## src/rtl/rf_pkg.sv

```systemverilog
// Shared definitions for the register-file port controller.
// Default widths, read FSM states and the hardwired-zero address.
package rf_pkg;

    localparam int DEF_ADDR_W = 5;
    localparam int DEF_DATA_W = 32;

    typedef enum logic [1:0] {
        IDLE,
        RD_ISSUE,
        RD_CAPT,
        RD_RESP
    } rd_state_t;

    localparam logic [DEF_ADDR_W-1:0] ZERO_ADDR = '0;

endpackage

```

## src/rtl/regfile_port_ctrl.sv

```systemverilog
// Valid/ready front end for the 32x32 register file: write pulse,
// dual read with registered-output latency, and held read response.
module regfile_port_ctrl
    import rf_pkg::*;
#(
    parameter int ADDR_W      = DEF_ADDR_W,
    parameter int DATA_W      = DEF_DATA_W,
    parameter bit ZERO_REG_WE = 1'b0
) (
    input  logic              clk,
    input  logic              rst_n,
    input  logic              wr_valid,
    output logic              wr_ready,
    input  logic [ADDR_W-1:0] wr_addr,
    input  logic [DATA_W-1:0] wr_data,
    input  logic              rd_valid,
    output logic              rd_ready,
    input  logic [ADDR_W-1:0] rd_addr1,
    input  logic [ADDR_W-1:0] rd_addr2,
    output logic              rsp_valid,
    input  logic              rsp_ready,
    output logic [DATA_W-1:0] rsp_data1,
    output logic [DATA_W-1:0] rsp_data2,
    output logic [ADDR_W-1:0] rf_r1_addr,
    output logic [ADDR_W-1:0] rf_r2_addr,
    output logic [ADDR_W-1:0] rf_w_addr,
    output logic [DATA_W-1:0] rf_w_data,
    output logic              rf_we,
    input  logic [DATA_W-1:0] rf_r1_out,
    input  logic [DATA_W-1:0] rf_r2_out,
    output logic              busy
);

    localparam logic [ADDR_W-1:0] ZERO_A = ADDR_W'(ZERO_ADDR);

    rd_state_t state, state_nxt;

    logic wr_fire;
    logic rd_fire;
    logic rsp_fire;
    logic capt_en;
    logic zero1;
    logic zero2;
    logic wr_keep;

    assign wr_ready = (state == IDLE) || (state == RD_RESP);
    assign rd_ready = (state == IDLE) && !wr_valid;

    assign wr_fire  = wr_valid && wr_ready;
    assign rd_fire  = rd_valid && rd_ready;
    assign rsp_fire = rsp_valid && rsp_ready;

    // Writes to r0 still handshake but never reach the file.
    assign wr_keep = ZERO_REG_WE || (wr_addr != ZERO_A);
    assign zero1   = !ZERO_REG_WE && (rf_r1_addr == ZERO_A);
    assign zero2   = !ZERO_REG_WE && (rf_r2_addr == ZERO_A);

    assign busy = (state != IDLE) || rf_we;

    always_ff @(posedge clk or negedge rst_n) begin
        if (!rst_n) begin
            state <= IDLE;
        end else begin
            state <= state_nxt;
        end
    end

    always_comb begin
        state_nxt = state;
        unique case (state)
            IDLE:     if (rd_fire) state_nxt = RD_ISSUE;
            RD_ISSUE: state_nxt = RD_CAPT;
            RD_CAPT:  state_nxt = RD_RESP;
            RD_RESP:  if (rsp_fire) state_nxt = IDLE;
            default:  state_nxt = IDLE;
        endcase
    end

    always_comb begin
        rsp_valid = 1'b0;
        capt_en   = 1'b0;
        unique case (state)
            RD_CAPT: capt_en   = 1'b1;
            RD_RESP: rsp_valid = 1'b1;
            default: ;
        endcase
    end

    always_ff @(posedge clk or negedge rst_n) begin
        if (!rst_n) begin
            rf_r1_addr <= '0;
            rf_r2_addr <= '0;
        end else if (rd_fire) begin
            rf_r1_addr <= rd_addr1;
            rf_r2_addr <= rd_addr2;
        end
    end

    always_ff @(posedge clk or negedge rst_n) begin
        if (!rst_n) begin
            rsp_data1 <= '0;
            rsp_data2 <= '0;
        end else if (capt_en) begin
            rsp_data1 <= zero1 ? '0 : rf_r1_out;
            rsp_data2 <= zero2 ? '0 : rf_r2_out;
        end
    end

    // rf_we is a single-cycle pulse per accepted write.
    always_ff @(posedge clk or negedge rst_n) begin
        if (!rst_n) begin
            rf_w_addr <= '0;
            rf_w_data <= '0;
            rf_we     <= 1'b0;
        end else begin
            rf_we <= wr_fire && wr_keep;
            if (wr_fire) begin
                rf_w_addr <= wr_addr;
                rf_w_data <= wr_data;
            end
        end
    end

endmodule

```

## config.mk

```make
export PLATFORM = sky130hd
export DESIGN_NAME = regfile_port_ctrl
export DESIGN_NICKNAME = d
export VERILOG_FILES = /design/src/rtl/rf_pkg.sv /design/src/rtl/regfile_port_ctrl.sv
export SDC_FILE = /design/constraint.sdc
export NUM_CORES = 1
export LEC_CHECK = 0
export BUFFER_PORTS_ARGS = -buffer_cell sky130_fd_sc_hd__buf_4
export CAP_MARGIN = 10
export CELL_PAD_IN_SITES_DETAIL_PLACEMENT = 0
export CELL_PAD_IN_SITES_GLOBAL_PLACEMENT = 1
export CORE_ASPECT_RATIO = 0.6
export CORE_MARGIN = 10
export CORE_UTILIZATION = 34
export CTS_CLUSTER_DIAMETER = 50
export DETAILED_ROUTE_END_ITERATION = 10
export GPL_TIMING_DRIVEN = 0
export MAX_ROUTING_LAYER = met4
export PLACE_DENSITY_LB_ADDON = 0.08
export SETUP_SLACK_MARGIN = 0.02
export SLEW_MARGIN = 20
export SYNTH_ARGS = -nofsm -noshare
export SYNTH_HDL_FRONTEND = slang
export SYNTH_SLANG_ARGS = --single-unit
```

## constraint.sdc

```tcl
create_clock -name clk -period 2.13 [get_ports clk]
set_input_delay 0.426 -clock clk [delete_from_list [all_inputs] [get_ports clk]]
set_output_delay 0.426 -clock clk [all_outputs]
set_load 0.02 [all_outputs]
```

==> results of run 1 <==
==> synthesized netlist by cell type <==
cell type / n / area [sq um]
sky130_fd_sc_hd__nor2b_1: 3 / 18.8
sky130_fd_sc_hd__nor3_2: 2 / 20.0
sky130_fd_sc_hd__a21oi_1: 1 / 5.00
sky130_fd_sc_hd__nand2b_1: 2 / 12.5
sky130_fd_sc_hd__mux2_2: 47 / 529
sky130_fd_sc_hd__o21a_1: 1 / 7.51
sky130_fd_sc_hd__nand2_1: 1 / 3.75
sky130_fd_sc_hd__ha_1: 3 / 37.5
sky130_fd_sc_hd__nor2_1: 64 / 240
sky130_fd_sc_hd__o32a_1: 1 / 10.0
sky130_fd_sc_hd__mux2i_1: 65 / 651
sky130_fd_sc_hd__or4_1: 1 / 7.51
sky130_fd_sc_hd__buf_2: 16 / 80.1
sky130_fd_sc_hd__or4b_1: 2 / 20.0
sky130_fd_sc_hd__clkbuf_1: 1 / 3.75
sky130_fd_sc_hd__inv_1: 3 / 11.3
sky130_fd_sc_hd__dfrtp_1: 114 / 2850
==> power breakdown <==
| group | switching [mW] | internal [mW] |
|---|---|---|
| Sequential | 0.634 | 3.30 |
| Combinational | 3.27 | 2.82 |
| Clock | 0.948 | 1.84 |
==> timing repair <==
item                       CTS  global route
gates resized for setup      1             9
setup buffers                0             2
pin swaps                    0             1
hold endpoints to repair    44             0
hold buffers                 1             0
setup endpoints to repair   30            52
==> area by class of cell <==
| cell class | count | area, sq um | share of cell area [%] |
|---|---|---|---|
| Buffer | 17 | 97.6 | 1.37 |
| Clock buffer | 19 | 443 | 6.22 |
| Clock inverter | 11 | 139 | 1.95 |
| Inverter | 3 | 11.3 | 0.158 |
| Multi-Input combinational cell | 193 | 1580 | 22.1 |
| Sequential cell | 114 | 2850 | 40.1 |
| Tap cell | 170 | 213 | 2.99 |
| Timing Repair Buffer | 235 | 1790 | 25.1 |
==> placed cells by master, fill, tap and decap left out, types with 2 or more instances in the layout <==
| cell type | count |
|---|---|
| sky130_fd_sc_hd__clkbuf_16 | 17 |
| sky130_fd_sc_hd__buf_6 | 2 |
| sky130_fd_sc_hd__clkbuf_1 | 2 |
| sky130_fd_sc_hd__nor2b_1 | 3 |
| sky130_fd_sc_hd__clkinvlp_4 | 2 |
| sky130_fd_sc_hd__dfrtp_1 | 114 |
| sky130_fd_sc_hd__inv_1 | 3 |
| sky130_fd_sc_hd__nor3_4 | 2 |
| sky130_fd_sc_hd__mux2_2 | 47 |
| sky130_fd_sc_hd__nand2b_1 | 2 |
| sky130_fd_sc_hd__or4b_1 | 2 |
| sky130_fd_sc_hd__buf_2 | 12 |
| sky130_fd_sc_hd__buf_4 | 234 |
| sky130_fd_sc_hd__ha_1 | 3 |
| sky130_fd_sc_hd__bufinv_16 | 3 |
| sky130_fd_sc_hd__clkinv_2 | 5 |
| sky130_fd_sc_hd__nor2_1 | 64 |
| sky130_fd_sc_hd__mux2i_1 | 65 |
==> routing by layer <==
metal,share of wire (%),wire (um)
met5,0,0
met4,0.60,83
met3,9.2,1270
met2,48,6590
met1,43,5880
==> logic make-up (layout without fill, tap and decap cells) <==
group	after synthesis	after routing	share of synthesized area [%]
flip-flops	114	114	63.2
multiplexers	112	112	26.2
AND/OR/NAND/NOR	75	75	7.16
buffers and inverters	20	285	2.11
adder cells (fa/ha/maj)	3	3	0.832
AO/OA/AOI/OAI	3	3	0.499
==> registers in the layout, summed over array words and instances, names as in the netlist <==
register,count
rsp_data2,32
state,2
rf_r1_addr,5
rsp_data1,32
rf_we,1
rf_w_addr,5
rf_r2_addr,5
rf_w_data,32
==> metrics by stage <==
step / total power, mW / TNS, ps
after floorplan: 7.39 / 0
after global placement: 9.97 / -686
after detailed placement: 10.1 / -300
after CTS: 13.0 / 0
after global routing: 13.6 / 0
final: 12.8 / 0
==> worst register-to-register path, cell delays in order, from the launching register on <==
cell,delay [ps]
sky130_fd_sc_hd__dfrtp_1,370
sky130_fd_sc_hd__inv_1,80
sky130_fd_sc_hd__ha_1,310
sky130_fd_sc_hd__nor2b_1,150
sky130_fd_sc_hd__buf_2,270
sky130_fd_sc_hd__buf_2,310
sky130_fd_sc_hd__mux2_2,370
==> worst min-delay path by stage <==
stage,slack [ps],end,depth (start not counted),start
2_1_floorplan,130,rf_r1_addr[0],0,rst_n
3_3_place_gp,490,rf_w_data[22],1,rf_w_data[22]
6_report,260,rf_w_data[28],2,wr_data[28]
3_5_place_dp,380,rf_w_data[19],1,rst_n
4_1_cts,240,rf_w_data[13],2,wr_data[13]
5_1_grt,230,rf_w_data[12],2,wr_data[12]
==> impl_results.md, run 1 <==
- I/O pin count: 232
- Cell Count, Final, Fillers Out: 762
- Peak-usage layer in the global routing report: met2
- Maximum capacitance violations: 0
- Number of optimization iterations in the first detailed-route pass: 4
- Placed standard-cell area: 0.00649 sq mm
- Setup ws final: 163 ps
- CTS Root Cell: sky130_fd_sc_hd__clkbuf_16
- Ordered list of cells on the worst path: inv_1, ha_1, nor2b_1, buf_2, buf_2, mux2_2
- Initial cell density of the core: 35.0%
- TritonCTS clock tree: done
- Standby leakage power: 3.56 nW
- Antenna fix cells: 0
- Final setup violation count: 0
- Clock transition at the registers of the reported paths: 50 ps
- Critical Path Source: state[0]
- Register area share after synthesis: about 63%
- Vias in the first global route: 3820
- Achievable Freq: 508 MHz
- R2r worst-path depth: 6
- DR WL/cell: ~18 um
- Overall routing resource usage: 15.1%
- Largest net degree at the start of global routing: just over 70
- Sink Count: 114
- Least-Margin Pin Slew: 552 ps
- Worst ir drop on vdd: 0.000773 V
- Synth-to-layout area growth: 57.9%
- Clock tree buffer depth: 2
- Hold Fails Final Rpt: 0
- Tightest Hold Check Type: input pin to flop
- Row cnt: 32
- Register-to-Register Setup Slack: about 160 ps
- Net Count, Synth: 446
- Tcrit/Tclk final: 92.4%
- Worst stage delay on the critical path: 370 ps
- Number of logic stages on the critical path including buffering: 6
- DRC marker count from the first detailed-route iteration: roughly 170
- Mean instance size in the synthesized netlist: approximately 14 sq um
- HPWL after DPL: 10800 um
- Routability cong.: ~0.77
- Top cell family by delay on the critical path: buffers and inverters
- DR vias/cell: 4.45
- Width of the die: 169 um
- Placed Cells: 729
- Wire length of the first global-routing pass: 21100 um
- Critical path capture point type: flop
- Number of nets in the final layout: 700
- Endpoint of the worst register-to-register path: rf_w_addr[1]
- Global Route met1 Usage: 17.9%
- Area enclosed by the die boundary: 0.0184 sq mm
- Number of instances in the synthesized netlist: 327
- Final slew viol count: 0
- Kind of start point of the critical path: flop
- Layout Utilization: 55.2%
- Unrepaired setup endpoints after global routing: false
- Smallest hold slack: 259 ps
- Number of vias in the routed layout: around 3400
- Antenna violations before repair: 0
- Worst setup timing slack at the placement stage: -28.7 ps
- Slew headroom: 63.2%
- Yosys Warn Count: 0
- Met3 Track Usage GR: 7.15%
- Crit Path Max Fanout: 10
- CP arrival: 2250 ps
- Latest clock arrival within the worst-skew pair: about 400 ps
- Critical path endpoint: rf_w_addr[1]
- Filler cell count in the final layout: 1119
- Required time of the critical path: 2410 ps
- Cell area after layout: roughly 0.0071 sq mm
- Die span in y: roughly 110 um
- Flip-flop and latch count after synthesis: 114
- Status: completed
- Number of buffers inserted by port buffering: 231
- Met2 Resource Use GR: 22.7%
- Number of DRC violations after detailed routing: 0
- Critical path class: flop to flop
- Startpoint of the lowest-slack register-to-register path: state[0]
- Min Tclk post-route: roughly 2000 ps
- Slowest cell on crit path: sky130_fd_sc_hd__dfrtp_1
- Clock buffer count from CTS: 17
- Post-route ant nets: 0
- Count of different cell masters after synthesis: 17
- Total wire length after detailed routing: 13800 um
- P per Cell Area: ~1800 mW/mm^2
- Most common cell type on the critical path: sky130_fd_sc_hd__buf_2
- Final worst clock skew: 9.37 ps
- Syn Std Cell Area: between 0.004 and 0.005 sq mm
- Global route total overflow: 0
- Floorplan Core Area: around 0.013 sq mm
- Max H-tree Level: 4
- Layout cell share with drive strength beyond 1: 55.4%
- Buffers and inverters on the worst path: 3
No activity file was read; power rests on OpenSTA's default activity.
==> run 2, diff against run 1 <==
--- a/config.mk
+++ b/config.mk
@@ -5,13 +5,14 @@
 export SDC_FILE = /design/constraint.sdc
 export NUM_CORES = 1
 export LEC_CHECK = 0
+export ABC_AREA = 1
 export BUFFER_PORTS_ARGS = -buffer_cell sky130_fd_sc_hd__buf_4
 export CAP_MARGIN = 10
 export CELL_PAD_IN_SITES_DETAIL_PLACEMENT = 0
 export CELL_PAD_IN_SITES_GLOBAL_PLACEMENT = 1
 export CORE_ASPECT_RATIO = 0.6
 export CORE_MARGIN = 10
-export CORE_UTILIZATION = 34
+export CORE_UTILIZATION = 32
 export CTS_CLUSTER_DIAMETER = 50
 export DETAILED_ROUTE_END_ITERATION = 10
 export GPL_TIMING_DRIVEN = 0
==> impl_results.md, run 2 <==
- Status: completed (unchanged)
- Critical path capture point type: primary output (was flop)
- Commonest cells in the netlist: sky130_fd_sc_hd__nand2_1 (385), sky130_fd_sc_hd__dfrtp_1 (114), sky130_fd_sc_hd__inv_1 (76), sky130_fd_sc_hd__buf_2 (17), sky130_fd_sc_hd__nand3_1 (13) (was sky130_fd_sc_hd__dfrtp_1 (114), sky130_fd_sc_hd__mux2i_1 (65), sky130_fd_sc_hd__nor2_1 (64), sky130_fd_sc_hd__mux2_2 (47), sky130_fd_sc_hd__buf_2 (16))
- Clock transition at the registers of the reported paths: 50 ps (about the same)
- Min Tclk post-route: 2020 ps (was 1970 ps)
- Initial cell density of the core: 32.5% (was 35.0%)
- Row cnt: 35 (was 32)
- Standby leakage power: 4.67 nW (was 3.56 nW)
- Total wire length after detailed routing: 16800 um (was 13800 um)
- Hold Fails Final Rpt: 0 (unchanged)
- I/O pin count: 232 (unchanged)
- Mean instance size in the synthesized netlist: 7.75 sq um (was 13.8 sq um)
- Peak-usage layer in the global routing report: met2 (unchanged)
- R2r worst-path depth: 8 (was 6)
- Filler cell count in the final layout: 1526 (was 1119)
- Leading cell types by total area after synthesis: sky130_fd_sc_hd__dfrtp_1 (58%), sky130_fd_sc_hd__nand2_1 (29%), sky130_fd_sc_hd__inv_1 (5.8%) (was sky130_fd_sc_hd__dfrtp_1 (63%), sky130_fd_sc_hd__mux2i_1 (14%), sky130_fd_sc_hd__mux2_2 (12%))
- Internal: 7.31 mW (was 7.96 mW)
- Vias in the first global route: 4894 (was 3820)
- Global route total overflow: 0 (unchanged)
- Placed Cells: 1074 (was 729)
- Fraction of post-synthesis cell area in the top cell type by area: 57.6% (was 63.2%)
- Global Route met1 Usage: 21.3% (was 17.9%)
- Crit Path Max Fanout: 3 (was 10)
- Floorplan Core Area: 0.0152 sq mm (was 0.0129 sq mm)
- Maximum capacitance violations: 0 (unchanged)
- Critical path class: flop to primary output (was flop to flop)
- Final slew viol count: 0 (unchanged)
- Final setup violation count: 0 (unchanged)
- HPWL after DPL: 12900 um (was 10800 um)
- P per Cell Area: 1690 mW/mm^2 (was 1800 mW/mm^2)
- Registers with the most flip-flops: rf_w_data x32, rsp_data1 x32, rsp_data2 x32 (unchanged)
- DR WL/cell: 15.2 um (was 18.1 um)
- Kind of start point of the critical path: flop (unchanged)
- Yosys Warn Count: 0 (unchanged)
- DR vias/cell: 4.24 (was 4.45)
- CP arrival: 1590 ps (was 2250 ps)
- Largest area contributor in the netlist: sky130_fd_sc_hd__dfrtp_1 (unchanged)
- Clock tree buffer depth: 2 (unchanged)
- Area enclosed by the die boundary: 0.0210 sq mm (was 0.0184 sq mm)
- Portion of total power attributed to the clock network: 20.7% (was 21.8%)
- Number of DRC violations after detailed routing: 0 (unchanged)
- Met2 Resource Use GR: 23.4% (was 22.7%)
- TritonCTS clock tree: done (unchanged)
- Max H-tree Level: 4 (unchanged)
- Overall routing resource usage: 16.4% (was 15.1%)
- Post-synth ARST share: 100% (unchanged)
- Post-route ant nets: 0 (unchanged)
- Count of flip-flops with a built-in enable after synthesis: 0 (unchanged)
- Required time of the critical path: 1700 ps (was 2410 ps)
- Number of optimization iterations in the first detailed-route pass: 7 (was 4)
- Switching power of the nets: 5.45 mW (was 4.85 mW)
- Most used DFF post-synth: sky130_fd_sc_hd__dfrtp_1 (unchanged)
- Layout cell share with drive strength beyond 1: 32.6% (was 55.4%)
- Wire length of the first global-routing pass: 26700 um (was 21100 um)
- Number of buffers inserted by port buffering: 231 (unchanged)
- Register area share after synthesis: 57.6% (was 63.2%)
- Worst ir drop on vdd: 0.000599 V (was 0.000773 V)
- Share of power burned in registers: 30.1% (was 30.7%)
- Die span in y: 116 um (was 109 um)
- Combined flip-flop and latch cell area: 0.00285 sq mm (unchanged)
- Slew headroom: 65.4% (was 63.2%)
- Final worst clock skew: 12.9 ps (was 9.37 ps)
- Width of the die: 181 um (was 169 um)
- Largest net degree at the start of global routing: 73 (was 71)
- Tightest Hold Check Type: input pin to flop (unchanged)
- Most frequently used cell type in the post-synthesis netlist: sky130_fd_sc_hd__nand2_1 (was sky130_fd_sc_hd__dfrtp_1)
- Latest clock arrival within the worst-skew pair: 410 ps (was 400 ps)
- Most common cell after layout, fill and taps aside: sky130_fd_sc_hd__nand2_1 (was sky130_fd_sc_hd__buf_4)
- Clock buffer count from CTS: 17 (unchanged)
- Antenna fix cells: 0 (unchanged)
- Tcrit/Tclk final: 94.9% (was 92.4%)
- Net Count, Synth: 758 (was 446)
- CTS Root Cell: sky130_fd_sc_hd__clkbuf_16 (unchanged)
- Sum of negative setup slack: 0 ps (unchanged)
- Sink Count: 114 (unchanged)
- Logic gate share of total power: 49.2% (was 47.5%)
- Number of instances in the synthesized netlist: 639 (was 327)
- Cell Count, Final, Fillers Out: 1107 (was 762)
- Combined area of the multi-input logic cells: 0.00164 sq mm (was 0.00158 sq mm)
- Hold Path Cell Cnt: 3 (was 2)
- Achievable Freq: 495 MHz (was 508 MHz)
- Postcts setup bufs: 0 (unchanged)
- Syn Std Cell Area: 0.00495 sq mm (was 0.00451 sq mm)
- Met3 Track Usage GR: 6.59% (was 7.15%)
- Unrepaired setup endpoints after global routing: false (unchanged)
- Count of different cell masters after synthesis: 14 (was 17)
- Synth-to-layout area growth: 52.3% (was 57.9%)
- DRC marker count from the first detailed-route iteration: 288 (was 168)
- Antenna violations before repair: 0 (unchanged)
- Least-Margin Pin Slew: 520 ps (was 552 ps)
- Sw Share: 42.7% (was 37.9%)
- Routability cong.: 0.817 (was 0.771)
- Flip-flop and latch count after synthesis: 114 (unchanged)
- Number of nets in the final layout: 1010 (was 700)
- Number of vias in the routed layout: 4692 (was 3390)
- Commonest cells after routing, fill and taps aside: sky130_fd_sc_hd__nand2_1 (385), sky130_fd_sc_hd__buf_4 (240), sky130_fd_sc_hd__dfrtp_1 (114) (was sky130_fd_sc_hd__buf_4 (234), sky130_fd_sc_hd__dfrtp_1 (114), sky130_fd_sc_hd__mux2i_1 (65))
## run 2: through the flow
stage | util, % | cell area (sq um) | power [mW] | worst slack, ps | hold slack, ps
after floorplan | - | 4950 | 7.35 | 691 | 130
after global placement | 45.5 | 6940 | 10.1 | 301 | 462
after detailed placement | 45.7 | 6970 | 10.2 | 397 | 375
after CTS | 49.4 | 7530 | 12.9 | 44.3 | 204
after global routing | 49.5 | 7540 | 13.8 | 33.4 | 206
final | 49.5 | 7540 | 12.8 | 109 | 214
## run 2: critical path, cell delays in order (launching register included)
cell	delay (ps)
sky130_fd_sc_hd__dfrtp_1	400
sky130_fd_sc_hd__inv_1	90
sky130_fd_sc_hd__ha_1	170
sky130_fd_sc_hd__inv_1	90
sky130_fd_sc_hd__or2_2	290
sky130_fd_sc_hd__buf_4	160
## run 2: path summary, 6_finish.rpt
path	from	endpoint	slack (ps)
max	state[0]	busy	110
min reg2reg	rsp_data1[16]	rsp_data1[16]	480
max in group asynchronous	rst_n	rsp_data2[31]	900
min in group asynchronous	rst_n	rf_w_data[12]	510
max reg2reg	state[0]	rf_w_data[30]	650
min	wr_data[25]	rf_w_data[25]	210
## run 2: cell families after synthesis
family | share of synthesized area [%]
flip-flops | 57.6
AND/OR/NAND/NOR | 31.6
adder cells (fa/ha/maj) | 0.758
buffers and inverters | 9.37
AO/OA/AOI/OAI | 0.707
## run 2: cell type report
| class | count | share of cell area [%] |
|---|---|---|
| Buffer | 29 | 2.32 |
| Clock buffer | 22 | 6.15 |
| Clock inverter | 10 | 1.13 |
| Inverter | 78 | 3.88 |
| Multi-Input combinational cell | 418 | 21.8 |
| Sequential cell | 114 | 37.8 |
| Tap cell | 203 | 3.37 |
| Timing Repair Buffer | 233 | 23.5 |
## run 2: timing repair
action                                 CTS  global route
hold buffers                             1             0
cloned                                   0             0
endpoints found under the hold margin   42             0
pin swaps                                0             0
setup endpoints to repair                1             1
resized for setup                        1             2
## run 2: metal layers
| metal | share of wire [%] | up-vias |
|---|---|---|
| met4 | 0.64 | 0 |
| met1 | 48 | 2178 |
| met2 | 44 | 147 |
| li1 | - | 2361 |
| met3 | 7.8 | 6 |
| met5 | 0 | - |
## run 2: power groups by stage
| stage | Clock, mW | Sequential [mW] | Combinational, mW |
|---|---|---|---|
| after CTS | 2.70 | 3.85 | 6.38 |
| after floorplan | 0 | 5.00 | 2.35 |
| final | 2.65 | 3.84 | 6.28 |
| after global placement | 0 | 3.82 | 6.27 |
| after global routing | 2.81 | 3.98 | 6.99 |
| after detailed placement | 0 | 3.85 | 6.36 |
==> run 3, diff against run 2 <==
--- a/config.mk
+++ b/config.mk
@@ -5,14 +5,13 @@
 export SDC_FILE = /design/constraint.sdc
 export NUM_CORES = 1
 export LEC_CHECK = 0
-export ABC_AREA = 1
-export BUFFER_PORTS_ARGS = -buffer_cell sky130_fd_sc_hd__buf_4
+export BUFFER_PORTS_ARGS = -buffer_cell sky130_fd_sc_hd__buf_2
 export CAP_MARGIN = 10
 export CELL_PAD_IN_SITES_DETAIL_PLACEMENT = 0
 export CELL_PAD_IN_SITES_GLOBAL_PLACEMENT = 1
 export CORE_ASPECT_RATIO = 0.6
 export CORE_MARGIN = 10
-export CORE_UTILIZATION = 32
+export CORE_UTILIZATION = 34
 export CTS_CLUSTER_DIAMETER = 50
 export DETAILED_ROUTE_END_ITERATION = 10
 export GPL_TIMING_DRIVEN = 0
==> impl_results.md, run 3 (synthesis gave the netlist of run 1 again) <==
- Overall routing resource usage: 14.7% (was 16.4%)
- Initial cell density of the core: 35.0% (was 32.5%)
- HPWL after DPL: 10400 um (was 12900 um)
- Latest clock arrival within the worst-skew pair: 400 ps (was 410 ps)
- Least-Margin Pin Slew: 533 ps (was 520 ps)
- Smallest hold slack: 250 ps (was 214 ps)
- Startpoint of the lowest-slack register-to-register path: state[0] (unchanged)
- Number of vias in the routed layout: 3423 (was 4692)
- Area enclosed by the die boundary: 0.0184 sq mm (was 0.0210 sq mm)
- P per Cell Area: 1840 mW/mm^2 (was 1690 mW/mm^2)
- Synth-to-layout area growth: 44.6% (was 52.3%)
- Routability cong.: 0.776 (was 0.817)
- Tcrit/Tclk final: 92.7% (was 94.9%)
- R2r worst-path depth: 7 (was 8)
- Standby leakage power: 3.36 nW (was 4.67 nW)
- Final slew viol count: 0 (unchanged)
- CP arrival: 2260 ps (was 1590 ps)
- DR vias/cell: 4.49 (was 4.24)
- Vias in the first global route: 3790 (was 4894)
- Critical Path Source: state[0] (unchanged)
- Max H-tree Level: 4 (unchanged)
- Antenna fix cells: 0 (unchanged)
- Placed standard-cell area: 0.00591 sq mm (was 0.00697 sq mm)
- Placed Cells: 729 (was 1074)
- Commonest cells after routing, fill and taps aside: sky130_fd_sc_hd__buf_2 (243), sky130_fd_sc_hd__dfrtp_1 (114), sky130_fd_sc_hd__mux2i_1 (65) (was sky130_fd_sc_hd__nand2_1 (385), sky130_fd_sc_hd__buf_4 (240), sky130_fd_sc_hd__dfrtp_1 (114))
- Buffers and inverters on the worst path: 3 (unchanged)
- Die span in y: 109 um (was 116 um)
- Registers with the most flip-flops: rf_w_data x32, rsp_data1 x32, rsp_data2 x32 (unchanged)
- Ordered list of cells on the worst path: inv_1, ha_1, or4b_1, nor3_4, buf_4, clkbuf_4, nor2_1 (was inv_1, ha_1, inv_1, or2_2, buf_4)
- DR WL/cell: 17.6 um (was 15.2 um)
- Critical path class: flop to flop (was flop to primary output)
- Kind of start point of the critical path: flop (unchanged)
- Critical path endpoint: rsp_data2[18] (was busy)
- Layout cell share with drive strength beyond 1: 55.3% (was 32.6%)
- Cell area after layout: 0.00652 sq mm (was 0.00754 sq mm)
- Clock transition at the registers of the reported paths: 60 ps (was 50 ps)
- Achievable Freq: 507 MHz (was 495 MHz)
- Post-route ant nets: 0 (unchanged)
- Critical path capture point type: flop (was primary output)
- Largest net degree at the start of global routing: 74 (was 73)
- Width of the die: 169 um (was 181 um)
- Most common cell after layout, fill and taps aside: sky130_fd_sc_hd__buf_2 (was sky130_fd_sc_hd__nand2_1)
- CTS Root Cell: sky130_fd_sc_hd__clkbuf_16 (unchanged)
- Number of optimization iterations in the first detailed-route pass: 4 (was 7)
- Number of buffers inserted by port buffering: 231 (unchanged)
- Crit Path Max Fanout: 10 (was 3)
- Tightest Hold Check Type: input pin to flop (unchanged)
- Total wire length after detailed routing: 13400 um (was 16800 um)
- Register-to-Register Setup Slack: 160 ps (was 650 ps)
- Slowest cell on crit path: sky130_fd_sc_hd__or4b_1 (was sky130_fd_sc_hd__dfrtp_1)
- I/O pin count: 232 (unchanged)
- Number of logic stages on the critical path including buffering: 7 (was 5)
- Sum of negative setup slack: 0 ps (unchanged)
- Top cell family by delay on the critical path: simple AND/OR/NAND/NOR gates (was flip-flops)
- Hold Fails Final Rpt: 0 (unchanged)
- Row cnt: 32 (was 35)
- Slew headroom: 64.5% (was 65.4%)
- Required time of the critical path: 2410 ps (was 1700 ps)
- Floorplan Core Area: 0.0129 sq mm (was 0.0152 sq mm)
- Number of DRC violations after detailed routing: 0 (unchanged)
- Maximum capacitance violations: 0 (unchanged)
- Worst ir drop on vdd: 0.000709 V (was 0.000599 V)
- Cell Count, Final, Fillers Out: 763 (was 1107)
- Clock tree buffer depth: 2 (unchanged)
- Status: completed (unchanged)
- Clock buffer count from CTS: 17 (unchanged)
- Number of nets in the final layout: 700 (was 1010)
- Wire length of the first global-routing pass: 20600 um (was 26700 um)
- Endpoint of the worst register-to-register path: rsp_data2[18] (was rf_w_data[30])
- Unrepaired setup endpoints after global routing: false (unchanged)
- Final worst clock skew: 8.74 ps (was 12.9 ps)
- Final setup violation count: 0 (unchanged)
- Worst stage delay on the critical path: 520 ps (was 400 ps)
- Pwr Total: 12.0 mW (was 12.8 mW)
- Min Tclk post-route: 1970 ps (was 2020 ps)
- Sink Count: 114 (unchanged)
- Global route total overflow: 0 (unchanged)
- Antenna violations before repair: 0 (unchanged)
- TritonCTS clock tree: done (unchanged)
- DRC marker count from the first detailed-route iteration: 139 (was 288)
## run 3: cell count changes in the layout (fill, tap and decap cells not counted), moves of 3 or more
| cell | delta |
|---|---|
| sky130_fd_sc_hd__buf_2 | +226 |
| sky130_fd_sc_hd__buf_4 | -238 |
| sky130_fd_sc_hd__clkbuf_4 | +3 |
| sky130_fd_sc_hd__inv_1 | -73 |
| sky130_fd_sc_hd__mux2_2 | +47 |
| sky130_fd_sc_hd__mux2i_1 | +65 |
| sky130_fd_sc_hd__nand2_1 | -384 |
| sky130_fd_sc_hd__nand3_1 | -13 |
| sky130_fd_sc_hd__nor2_1 | +60 |
| sky130_fd_sc_hd__nor2b_1 | +3 |
| sky130_fd_sc_hd__o21ai_0 | -7 |
## run 3: where the power goes
part,total [mW],switching (mW),internal [mW]
sequential,3.84,0.550,3.29
clock,2.73,0.964,1.77
combinational,5.41,3.26,2.15
## run 3: timing repair
action / CTS / global route
endpoints found under the setup margin: 30 / 30
hold endpoints to repair: 41 / 0
hold buffers: 1 / 0
setup buffers: 0 / 2
resized for setup: 1 / 3
pin swaps: 0 / 1
## run 3: worst min path at each step
| stage | start | cells past startpoint | end |
|---|---|---|---|
| 6_report | wr_data[29] | 2 | rf_w_data[29] |
| 5_1_grt | wr_data[16] | 2 | rf_w_data[16] |
| 4_1_cts | wr_data[0] | 2 | rf_w_data[0] |
| 3_5_place_dp | rst_n | 1 | rf_w_data[19] |
| 3_3_place_gp | rf_w_data[22] | 1 | rf_w_data[22] |
| 2_1_floorplan | rst_n | 0 | rf_r1_addr[0] |
## run 3: final cells by class
class / count / area [sq um]
Fill cell: 1165 / 6370
Sequential cell: 114 / 2850
Multi-Input combinational cell: 193 / 1570
Timing Repair Buffer: 235 / 1210
Clock buffer: 21 / 460
Tap cell: 170 / 213
Clock inverter: 10 / 110
Buffer: 17 / 91.3
Inverter: 3 / 11.3
## run 3: routing by layer
layer | track usage [%] | up-vias | share of wire, %
li1 | - | 1627 | -
met1 | 17.1 | 1652 | 42
met2 | 21.6 | 134 | 46
met3 | 8.41 | 10 | 11
met4 | 3.77 | 0 | 0.51
met5 | - | - | 0
## run 3: through the flow
stage,util (%),worst slack (ps)
after CTS,50.4,55.5
after global placement,45.6,-833
after detailed placement,45.9,-43.2
final,50.6,156
after global routing,50.6,18.4
after floorplan,-,353
